`src/rtl/spi_host_tlul.sv`:
```
// TL-UL attached SPI host: one mode-0 transfer of 1..32 bits per TXDATA write.
// Registers: CTRL (clkdiv, nbits_m1, keep_cs), TXDATA, RXDATA, STATUS (busy, done W1C).

package tlul_pkg;
   localparam logic [2:0] PutFullData    = 3'h0;
   localparam logic [2:0] PutPartialData = 3'h1;
   localparam logic [2:0] Get            = 3'h4;
   localparam logic [2:0] AccessAck      = 3'h0;
   localparam logic [2:0] AccessAckData  = 3'h1;

   typedef struct packed {
      logic        a_valid;
      logic [2:0]  a_opcode;
      logic [2:0]  a_param;
      logic [1:0]  a_size;
      logic [7:0]  a_source;
      logic [31:0] a_address;
      logic [3:0]  a_mask;
      logic [31:0] a_data;
      logic        d_ready;
   } tl_h2d_t;

   typedef struct packed {
      logic        d_valid;
      logic [2:0]  d_opcode;
      logic [2:0]  d_param;
      logic [1:0]  d_size;
      logic [7:0]  d_source;
      logic        d_sink;
      logic [31:0] d_data;
      logic        d_error;
      logic        a_ready;
   } tl_d2h_t;
endpackage

module spi_host_tlul #(
   parameter logic [7:0] ClkDivReset = 8'd3
) (
   input  logic               clk_i,
   input  logic               rst_i,
   input  tlul_pkg::tl_h2d_t  tl_i,
   output tlul_pkg::tl_d2h_t  tl_o,
   output logic               spi_sclk_o,
   output logic               spi_cs_no,
   output logic               spi_sdo_o,
   input  logic               spi_sdi_i,
   output logic               irq_done_o
);

   localparam logic [1:0] StIdle  = 2'd0;
   localparam logic [1:0] StSetup = 2'd1;
   localparam logic [1:0] StShift = 2'd2;
   localparam logic [1:0] StHold  = 2'd3;

   localparam logic [7:0] AddrCtrl   = 8'h00;
   localparam logic [7:0] AddrTx     = 8'h04;
   localparam logic [7:0] AddrRx     = 8'h08;
   localparam logic [7:0] AddrStatus = 8'h0C;

   // Register file
   logic [7:0]  clkdiv_q;
   logic [4:0]  nbits_m1_q;
   logic        keep_cs_q;
   logic [31:0] rxdata_q;
   logic        done_q;

   // Transfer engine
   logic [1:0]  state_q;
   logic [7:0]  cnt_q;
   logic [7:0]  div_q;
   logic [4:0]  bit_cnt_q;
   logic        keep_q;
   logic [31:0] tx_sh_q;
   logic [31:0] rx_sh_q;
   logic        sclk_q, cs_n_q, sdo_q;

   // Response channel
   logic        rsp_valid_q, rsp_error_q;
   logic [2:0]  rsp_opcode_q;
   logic [1:0]  rsp_size_q;
   logic [7:0]  rsp_source_q;
   logic [31:0] rsp_data_q;

   logic        a_ready, a_fire, is_get, busy, req_err, wr_ok;
   logic        ctrl_we, tx_we, status_we, done_set;
   logic [7:0]  addr;
   logic [31:0] wmask, wdata, ctrl_rd, ctrl_new, rdata;
   logic        unused_tl;

   assign unused_tl = ^{tl_i.a_param, tl_i.a_address[31:8]};

   // Request decode, error classification and read mux
   always_comb begin
      a_ready   = !(rsp_valid_q && !tl_i.d_ready);
      a_fire    = tl_i.a_valid && a_ready;
      is_get    = (tl_i.a_opcode == tlul_pkg::Get);
      addr      = tl_i.a_address[7:0];
      busy      = (state_q != StIdle);
      wmask     = {{8{tl_i.a_mask[3]}}, {8{tl_i.a_mask[2]}},
                   {8{tl_i.a_mask[1]}}, {8{tl_i.a_mask[0]}}};
      wdata     = tl_i.a_data & wmask;
      ctrl_rd   = {15'b0, keep_cs_q, 3'b0, nbits_m1_q, clkdiv_q};
      ctrl_new  = (ctrl_rd & ~wmask) | wdata;
      req_err   = !(addr inside {AddrCtrl, AddrTx, AddrRx, AddrStatus}) ||
                  (tl_i.a_size != 2'd2) ||
                  (!is_get && addr == AddrTx && busy);
      wr_ok     = a_fire && !is_get && !req_err;
      ctrl_we   = wr_ok && (addr == AddrCtrl);
      tx_we     = wr_ok && (addr == AddrTx);
      status_we = wr_ok && (addr == AddrStatus);
      done_set  = (state_q == StHold) && (cnt_q == 8'd0);
      case (addr)
         AddrCtrl:   rdata = ctrl_rd;
         AddrRx:     rdata = rxdata_q;
         AddrStatus: rdata = {30'b0, done_q, busy};
         default:    rdata = 32'b0;
      endcase
   end

   // Single-entry response register; a new request may be accepted as the old one drains
   always_ff @(posedge clk_i or posedge rst_i) begin
      if (rst_i) begin
         rsp_valid_q  <= 1'b0;
         rsp_error_q  <= 1'b0;
         rsp_opcode_q <= 3'b0;
         rsp_size_q   <= 2'b0;
         rsp_source_q <= 8'b0;
         rsp_data_q   <= 32'b0;
      end else if (a_fire) begin
         rsp_valid_q  <= 1'b1;
         rsp_error_q  <= req_err;
         rsp_opcode_q <= is_get ? tlul_pkg::AccessAckData : tlul_pkg::AccessAck;
         rsp_size_q   <= tl_i.a_size;
         rsp_source_q <= tl_i.a_source;
         rsp_data_q   <= (is_get && !req_err) ? rdata : 32'b0;
      end else if (tl_i.d_ready) begin
         rsp_valid_q  <= 1'b0;
      end
   end

   // CTRL register and done flag (hardware set beats W1C)
   always_ff @(posedge clk_i or posedge rst_i) begin
      if (rst_i) begin
         clkdiv_q   <= ClkDivReset;
         nbits_m1_q <= 5'd31;
         keep_cs_q  <= 1'b0;
         done_q     <= 1'b0;
      end else begin
         if (ctrl_we) begin
            clkdiv_q   <= ctrl_new[7:0];
            nbits_m1_q <= ctrl_new[12:8];
            keep_cs_q  <= ctrl_new[16];
         end
         if (done_set) begin
            done_q <= 1'b1;
         end else if (status_we && wdata[1]) begin
            done_q <= 1'b0;
         end
      end
   end

   // Transfer FSM: SETUP (H), N x {sclk high H, sclk low H}, HOLD (H)
   always_ff @(posedge clk_i or posedge rst_i) begin
      if (rst_i) begin
         state_q   <= StIdle;
         cnt_q     <= 8'd0;
         div_q     <= 8'd0;
         bit_cnt_q <= 5'd0;
         keep_q    <= 1'b0;
         tx_sh_q   <= 32'b0;
         rx_sh_q   <= 32'b0;
         rxdata_q  <= 32'b0;
         sclk_q    <= 1'b0;
         cs_n_q    <= 1'b1;
         sdo_q     <= 1'b0;
      end else begin
         case (state_q)
            StIdle: begin
               if (tx_we) begin
                  state_q   <= StSetup;
                  cnt_q     <= clkdiv_q;
                  div_q     <= clkdiv_q;
                  bit_cnt_q <= nbits_m1_q;
                  keep_q    <= keep_cs_q;
                  // Left-align so the current bit is always tx_sh_q[31]
                  tx_sh_q   <= wdata << (5'd31 - nbits_m1_q);
                  rx_sh_q   <= 32'b0;
                  sdo_q     <= wdata[nbits_m1_q];
                  cs_n_q    <= 1'b0;
                  sclk_q    <= 1'b0;
               end
            end
            StSetup: begin
               if (cnt_q != 8'd0) begin
                  cnt_q <= cnt_q - 8'd1;
               end else begin
                  state_q <= StShift;
                  cnt_q   <= div_q;
                  sclk_q  <= 1'b1;
                  rx_sh_q <= {rx_sh_q[30:0], spi_sdi_i};
               end
            end
            StShift: begin
               if (cnt_q != 8'd0) begin
                  cnt_q <= cnt_q - 8'd1;
               end else begin
                  cnt_q <= div_q;
                  if (sclk_q) begin
                     sclk_q <= 1'b0;
                     // Last bit stays on sdo through HOLD
                     if (bit_cnt_q != 5'd0) begin
                        tx_sh_q <= tx_sh_q << 1;
                        sdo_q   <= tx_sh_q[30];
                     end
                  end else if (bit_cnt_q == 5'd0) begin
                     state_q <= StHold;
                  end else begin
                     bit_cnt_q <= bit_cnt_q - 5'd1;
                     sclk_q    <= 1'b1;
                     rx_sh_q   <= {rx_sh_q[30:0], spi_sdi_i};
                  end
               end
            end
            default: begin
               if (cnt_q != 8'd0) begin
                  cnt_q <= cnt_q - 8'd1;
               end else begin
                  state_q  <= StIdle;
                  sdo_q    <= 1'b0;
                  cs_n_q   <= !keep_q;
                  rxdata_q <= rx_sh_q;
               end
            end
         endcase
      end
   end

   // Output mapping
   always_comb begin
      tl_o.d_valid  = rsp_valid_q;
      tl_o.d_opcode = rsp_opcode_q;
      tl_o.d_param  = 3'b0;
      tl_o.d_size   = rsp_size_q;
      tl_o.d_source = rsp_source_q;
      tl_o.d_sink   = 1'b0;
      tl_o.d_data   = rsp_data_q;
      tl_o.d_error  = rsp_error_q;
      tl_o.a_ready  = a_ready;
      spi_sclk_o    = sclk_q;
      spi_cs_no     = cs_n_q;
      spi_sdo_o     = sdo_q;
      irq_done_o    = done_q;
   end

endmodule
```
`config.mk`:
```
export PLATFORM = sky130hd
export DESIGN_NAME = spi_host_tlul
export DESIGN_NICKNAME = d
export VERILOG_FILES = /design/src/rtl/spi_host_tlul.sv
export SDC_FILE = /design/constraint.sdc
export NUM_CORES = 1
export LEC_CHECK = 0
export ABC_AREA = 1
export CAP_MARGIN = 10
export CORE_MARGIN = 2
export CORE_UTILIZATION = 60
export DETAILED_ROUTE_END_ITERATION = 10
export PLACE_DENSITY = 0.92
export RECOVER_POWER = 100
export SLEW_MARGIN = 15
export SYNTH_ARGS = -nofsm -noshare
export SYNTH_HDL_FRONTEND = slang
export SYNTH_SLANG_ARGS = --single-unit
```
`constraint.sdc`:
```
create_clock -name clk_i -period 13.4 [get_ports clk_i]
set_clock_uncertainty 0.1 [all_clocks]
set_input_delay 3.35 -clock clk_i [delete_from_list [all_inputs] [get_ports clk_i]]
set_output_delay 3.35 -clock clk_i [all_outputs]
set_load 0.005 [all_outputs]
```
Yosys cells after proc, flatten, opt, wreduce, memory -nomap -nowiden
Cells that the tools add are included.
{"block": "op_classes", "addsub": 3, "magnitude_cmp": 1, "eq_ne": 17, "shifts": 1, "muxes": 50, "bitwise": 8, "reduce_logical": 45}
{"cell": "32-bit 2-to-1 mux", "count": 6}
{"cell": "32-bit one-hot mux with 3 select lines", "count": 2}
{"cell": "31-bit 2-to-1 mux", "count": 4}
{"cell": "31-bit one-hot mux with 2 select lines", "count": 1}
{"cell": "32-bit bitwise AND", "count": 1}
{"cell": "32-bit by 5-bit left shift with 31-bit output", "count": 1}
{"cell": "8-bit 2-to-1 mux", "count": 3}
{"cell": "5-bit 2-to-1 mux", "count": 4}
{"cell": "2-bit inequality test, second input constant", "count": 9}
{"cell": "6-bit AND reduction", "count": 3}
{"cell": "17-bit bitwise AND", "count": 1}
{"cell": "1-bit 2-to-1 mux", "count": 17}
{"cell": "17-bit inverter", "count": 1}
{"cell": "17-bit OR", "count": 1}
{"cell": "8-bit by 4-bit equality test with 1-bit output, second input constant", "count": 2}
{"cell": "8-bit logical NOT", "count": 2}
{"cell": "8-bit one-hot mux with 2 select lines", "count": 1}
{"cell": "1-bit logical AND", "count": 12}
{"cell": "2-bit 2-to-1 mux", "count": 6}
{"cell": "5-bit one-hot mux with 2 select lines", "count": 1}
{"cell": "5-bit AND reduction", "count": 2}
{"cell": "8-bit by 3-bit equality test with 1-bit output, second input constant", "count": 1}
{"cell": "2-bit nonzero test", "count": 4}
{"cell": "8-bit nonzero test", "count": 1}
{"cell": "25 further kinds", "count": 39}
{"block": "totals", "reg_bits": 184, "inputBits": 89, "wordCells": 146}

Depth between registers and ports, before layout
{"block": "logic_depth", "word_depth": 11, "mapped_depth": 14, "mapped_depth_nobuf": 12}

Worst setup path before layout
Ideal clock, no wire load.
{"block": "synth_path", "path_type": "in2out", "from": "in tl_i[0] in the netlist's numbering", "to": "out tl_o[0] in the netlist's numbering", "t_arrival_ps": 3549, "setup_slack_ps": 6401, "path_stages": 3, "cell_sequence": "inv_2 nand2_2 buf_4"}
{"block": "synth_between", "elab_chain_cells": 3}
{"element": "from (decl)", "line": "41", "rtl": "input tlul_pkg::tl_h2d_t tl_i,"}
{"element": "1-bit logical NOT", "line": "94", "rtl": "a_ready = !(rsp_valid_q && !tl_i.d_ready);"}
{"element": "1-bit logical AND", "line": "94"}
{"element": "1-bit logical NOT", "line": "94"}
{"element": "to (decl)", "line": "42", "rtl": "output tlul_pkg::tl_d2h_t tl_o,"}
Every way passes these cells.

Worst setup path in the final report
{"block": "layout_path", "from": "in tl_i[0] in the netlist's numbering", "to": "reg tx_sh_q[19]"}
{"block": "layout_between", "elab_chain_cells": 9}
{"element": "1-bit logical NOT", "line": "94"}
{"element": "1-bit logical AND", "line": "94"}
{"element": "1-bit logical NOT", "line": "94"}
{"element": "1-bit logical AND", "line": "95", "rtl": "a_fire = tl_i.a_valid && a_ready;"}
{"element": "1-bit logical AND (2 in series)", "line": "107", "rtl": "wr_ok = a_fire && !is_get && !req_err;"}
{"element": "1-bit logical AND", "line": "109", "rtl": "tx_we = wr_ok && (addr == AddrTx);"}
{"element": "2-bit inequality test (no line)"}
{"element": "5-bit AND reduction (no line)"}
{"element": "to (signal assigned)", "line": "186", "rtl": "tx_sh_q <= wdata << (5'd31 - nbits_m1_q);"}
{"element": "to (signal assigned)", "line": "212", "rtl": "tx_sh_q <= tx_sh_q << 1;"}
{"element": "to (decl)", "line": "73", "rtl": "logic [31:0] tx_sh_q;"}
Every way passes these cells.
A chain may end at the register's enable or synchronous reset.

==> flow_metrics.tcl <==
set metrics [dict create \
    clock_latency_ns 0.44 \
    worst-path-stages 12 \
    min_period_ns 9.41 \
    crit_chain "dlygate4sd3_1 -> inv_1 -> nand2_1 -> nand2_1 -> clkbuf_1 -> nor2_1 -> nand4_1 -> nand2_1 -> nand2_1 -> clkinvlp_2 -> nand3_1 -> nand2_1" \
    die_h_um 136 \
    stdcell_count 1717 \
    routed-wl-met2_mm 14.1 \
    synth_seq_area_share 0.437 \
    ys.flop_type "dfrtp_1" \
    met1_length_mm 11.8 \
    reg2reg_slack_ns 7.14 \
    synth_top_area_share 0.417 \
    setup-violations-final 0 \
    dr.pass1.iters 6 \
    gr-usage-all-layers 0.322 \
    final_hold_viol_count 0 \
    max_freq_mhz 106 \
    synth_top_family_by_area "simple AND/OR/NAND/NOR gates" \
    antenna_found_initial 0 \
    synthAdderAreaFrac 0.0108 \
    cp-start-kind "input pin" \
    netlist_top_cells_area "dfrtp_1, nand2_1, nand3_1" \
    drcViolationCount 0 \
    final_antenna_net_count 0 \
    maxCapViolations 3 \
    dr_total_vias 10000 \
    synth.distinct_cells 44 \
    setup_slack_ns 3.99 \
    synth.area.mux_share 0.00108 \
    yosys.area.top_type "dfrtp_1" \
    post-route-util 0.692 \
    syn_inst 1425 \
    fin_tns_setup_ns 0 \
    n_antenna_cell 0 \
    die_w_um 136 \
    drt_iter0_markers 1387 \
    rows 48 \
    critical-path-slowest-cell "clkbuf_1" \
    p_total_w 0.00180 \
    gp_congestion 0.906 \
    initial_core_util 0.608 \
    drive_above_1_share 0.0697 \
    post-route-period-util 0.702 \
    wl_met3_mm 2.48 \
    worstPathRequired_ns 13.61 \
    io_buffers 111 \
    dp_cells 1685 \
    clk_pin_slew_ns 0.08 \
    power.leakage_nw 5.87 \
    core_region_area_sq_um 17200 \
    path_class "in -> reg" \
    async_flop_share 1.00 \
    synth-edff-count 0 \
    synth-compound-area-share 0.105 \
    cts_tree "built" \
    htree_levels 4 \
    synth_area_sq_um 10500 \
    postCtsSetupBuffers 0 \
    violations "capacitance limit, slew limit" \
    clock_path_buffers 2 \
    p_per_area_nw_per_um2 152 \
    cts.sinks 182 \
    avgSynthCellArea_sq_um 7.33 \
    max_slew_margin -2.19 \
    die-area_sq_um 18500 \
    rr_worst_depth 10 \
    cts_inserted_buffers 17 \
    synth.most_common_cell "nand2_1" \
    final_nets 1577 \
    ys_warn_count 0 \
    dp_hpwl_mm 19.1 \
    hold_path.class "reg -> reg" \
    synth-xor-area-share 0.00587 \
    wl_mm 29.1 \
    post_synth_and_or_nand_nor_area_fraction 0.357 \
    hold_depth 2 \
    cts-resized-gates 0 \
    num_io_pins 145 \
    ir_worst_vdd_uv 117 \
    cp-end-kind "register" \
    dr.max_layer_used "met4" \
    grt_max_degree 111 \
    status "complete, but fails checks" \
    crit_arrival_ns 9.63 \
    drv_slew 224 \
    wl_per_cell_um 16.9 \
    worstPathMaxFanout 48 \
    syn2layout_area_growth_pct 13.8 \
    postCtsHoldBufs 0 \
    viasPerCell 5.84 \
    crit_family "buffers and inverters" \
    tightest_slew_ns 4.76 \
    grt_pass1_vias 9436 \
    root_buffer "clkbuf_16" \
    place_ws_ns 5.53 \
    cpMostUsedCell "nand2_1" \
    overflow 0 \
    ys_ff_latch 182 \
    grt_pass1_wl_mm 47.1 \
    path_buf_inv 4 \
    crit_path_max_incr_delay_ns 1.62 \
    rsz0062_at_grt "no" \
    ys_top_cells_by_count "nand2_1, nand3_1, dfrtp_1, inv_1, nor2_1" \
]
==> layout by cell type (no fill, tap or decap), types with 7 or more instances in the layout <==
cell type and count:
nand3_1 230, nand2_1 498, inv_2 7, dfrtp_1 174
ha_1 9, a21oi_1 47, o21ai_0 91, nand4_1 7
clkbuf_16 17, o21ai_2 21, o22ai_1 20, dfstp_2 8
clkdlybuf4s50_1 59, dlygate4sd3_1 52, nand2_2 12, inv_1 97
nor2_1 74
==> power by group <==
part	switching [W]	total [W]	leakage, nW	internal, W
clock network	0.000241	0.000518	0.299	0.000277
logic	0.000398	0.000600	3.18	0.000202
registers	0.0000501	0.000684	2.39	0.000634
total	0.000690	0.00180	5.87	0.00111
==> tightest hold or removal path, cell delays in order (launching register included) <==
cell,delay [ns]
dfrtp_1,0.34
nand2_1,0.05
nand2_1,0.06
==> through the flow <==
stage                     cell area, sq um  hold slack (ns)
after global placement               11400            0.356
after global routing                 11900            0.396
final                                11900            0.381
after floorplan                      10500            0.341
after detailed placement             11400            0.362
after CTS                            12100            0.379
==> kinds of logic (layout without fill, tap and decap cells) <==
| family | Yosys count | count (layout) |
|---|---|---|
| AO/OA/AOI/OAI | 186 | 186 |
| XOR/XNOR | 7 | 7 |
| adder cells (fa/ha/maj) | 9 | 9 |
| buffers and inverters | 195 | 257 |
| flip-flops | 182 | 182 |
| multiplexers | 1 | 1 |
| other | 1 | 6 |
| AND/OR/NAND/NOR | 844 | 844 |
==> worst paths after layout <==
| check | endpoint | start |
|---|---|---|
| worst max-delay path | tx_sh_q[19] | tl_i[0] |
| worst min register to register | tx_sh_q[28] | tx_sh_q[28] |
| worst min-delay path | tx_sh_q[28] | tx_sh_q[28] |
| worst max register to register | tx_sh_q[19] | rsp_valid_q |
| min in group asynchronous | rxdata_q[24] | rst_i |
| max in group asynchronous | tx_sh_q[30] | rst_i |
==> registers in the layout, summed over array words and instances (netlist names), 5 cells and up, named ones only <==
name / cells
bit_cnt_q: 5
cnt_q: 8
div_q: 8
rsp_data_q: 32
rsp_source_q: 8
rx_sh_q: 32
rxdata_q: 32
tx_sh_q: 31
==> final cells by class <==
type / count / area (sq um)
Fill cell: 1354 / 5280
Multi-Input combinational cell: 1053 / 4880
Sequential cell: 182 / 4560
Timing Repair Buffer: 117 / 1140
Clock buffer: 19 / 453
Inverter: 108 / 408
Tap cell: 225 / 282
Clock inverter: 13 / 158
==> per-layer routing <==
metal | global-route usage | vias to the layer above
met3 | 0.0738 | 72
li1 | - | 4702
met5 | 0 | -
met2 | 0.523 | 501
met1 | 0.427 | 4746
met4 | 0.108 | 0
Note: power is estimated with default switching activity, not from simulation.
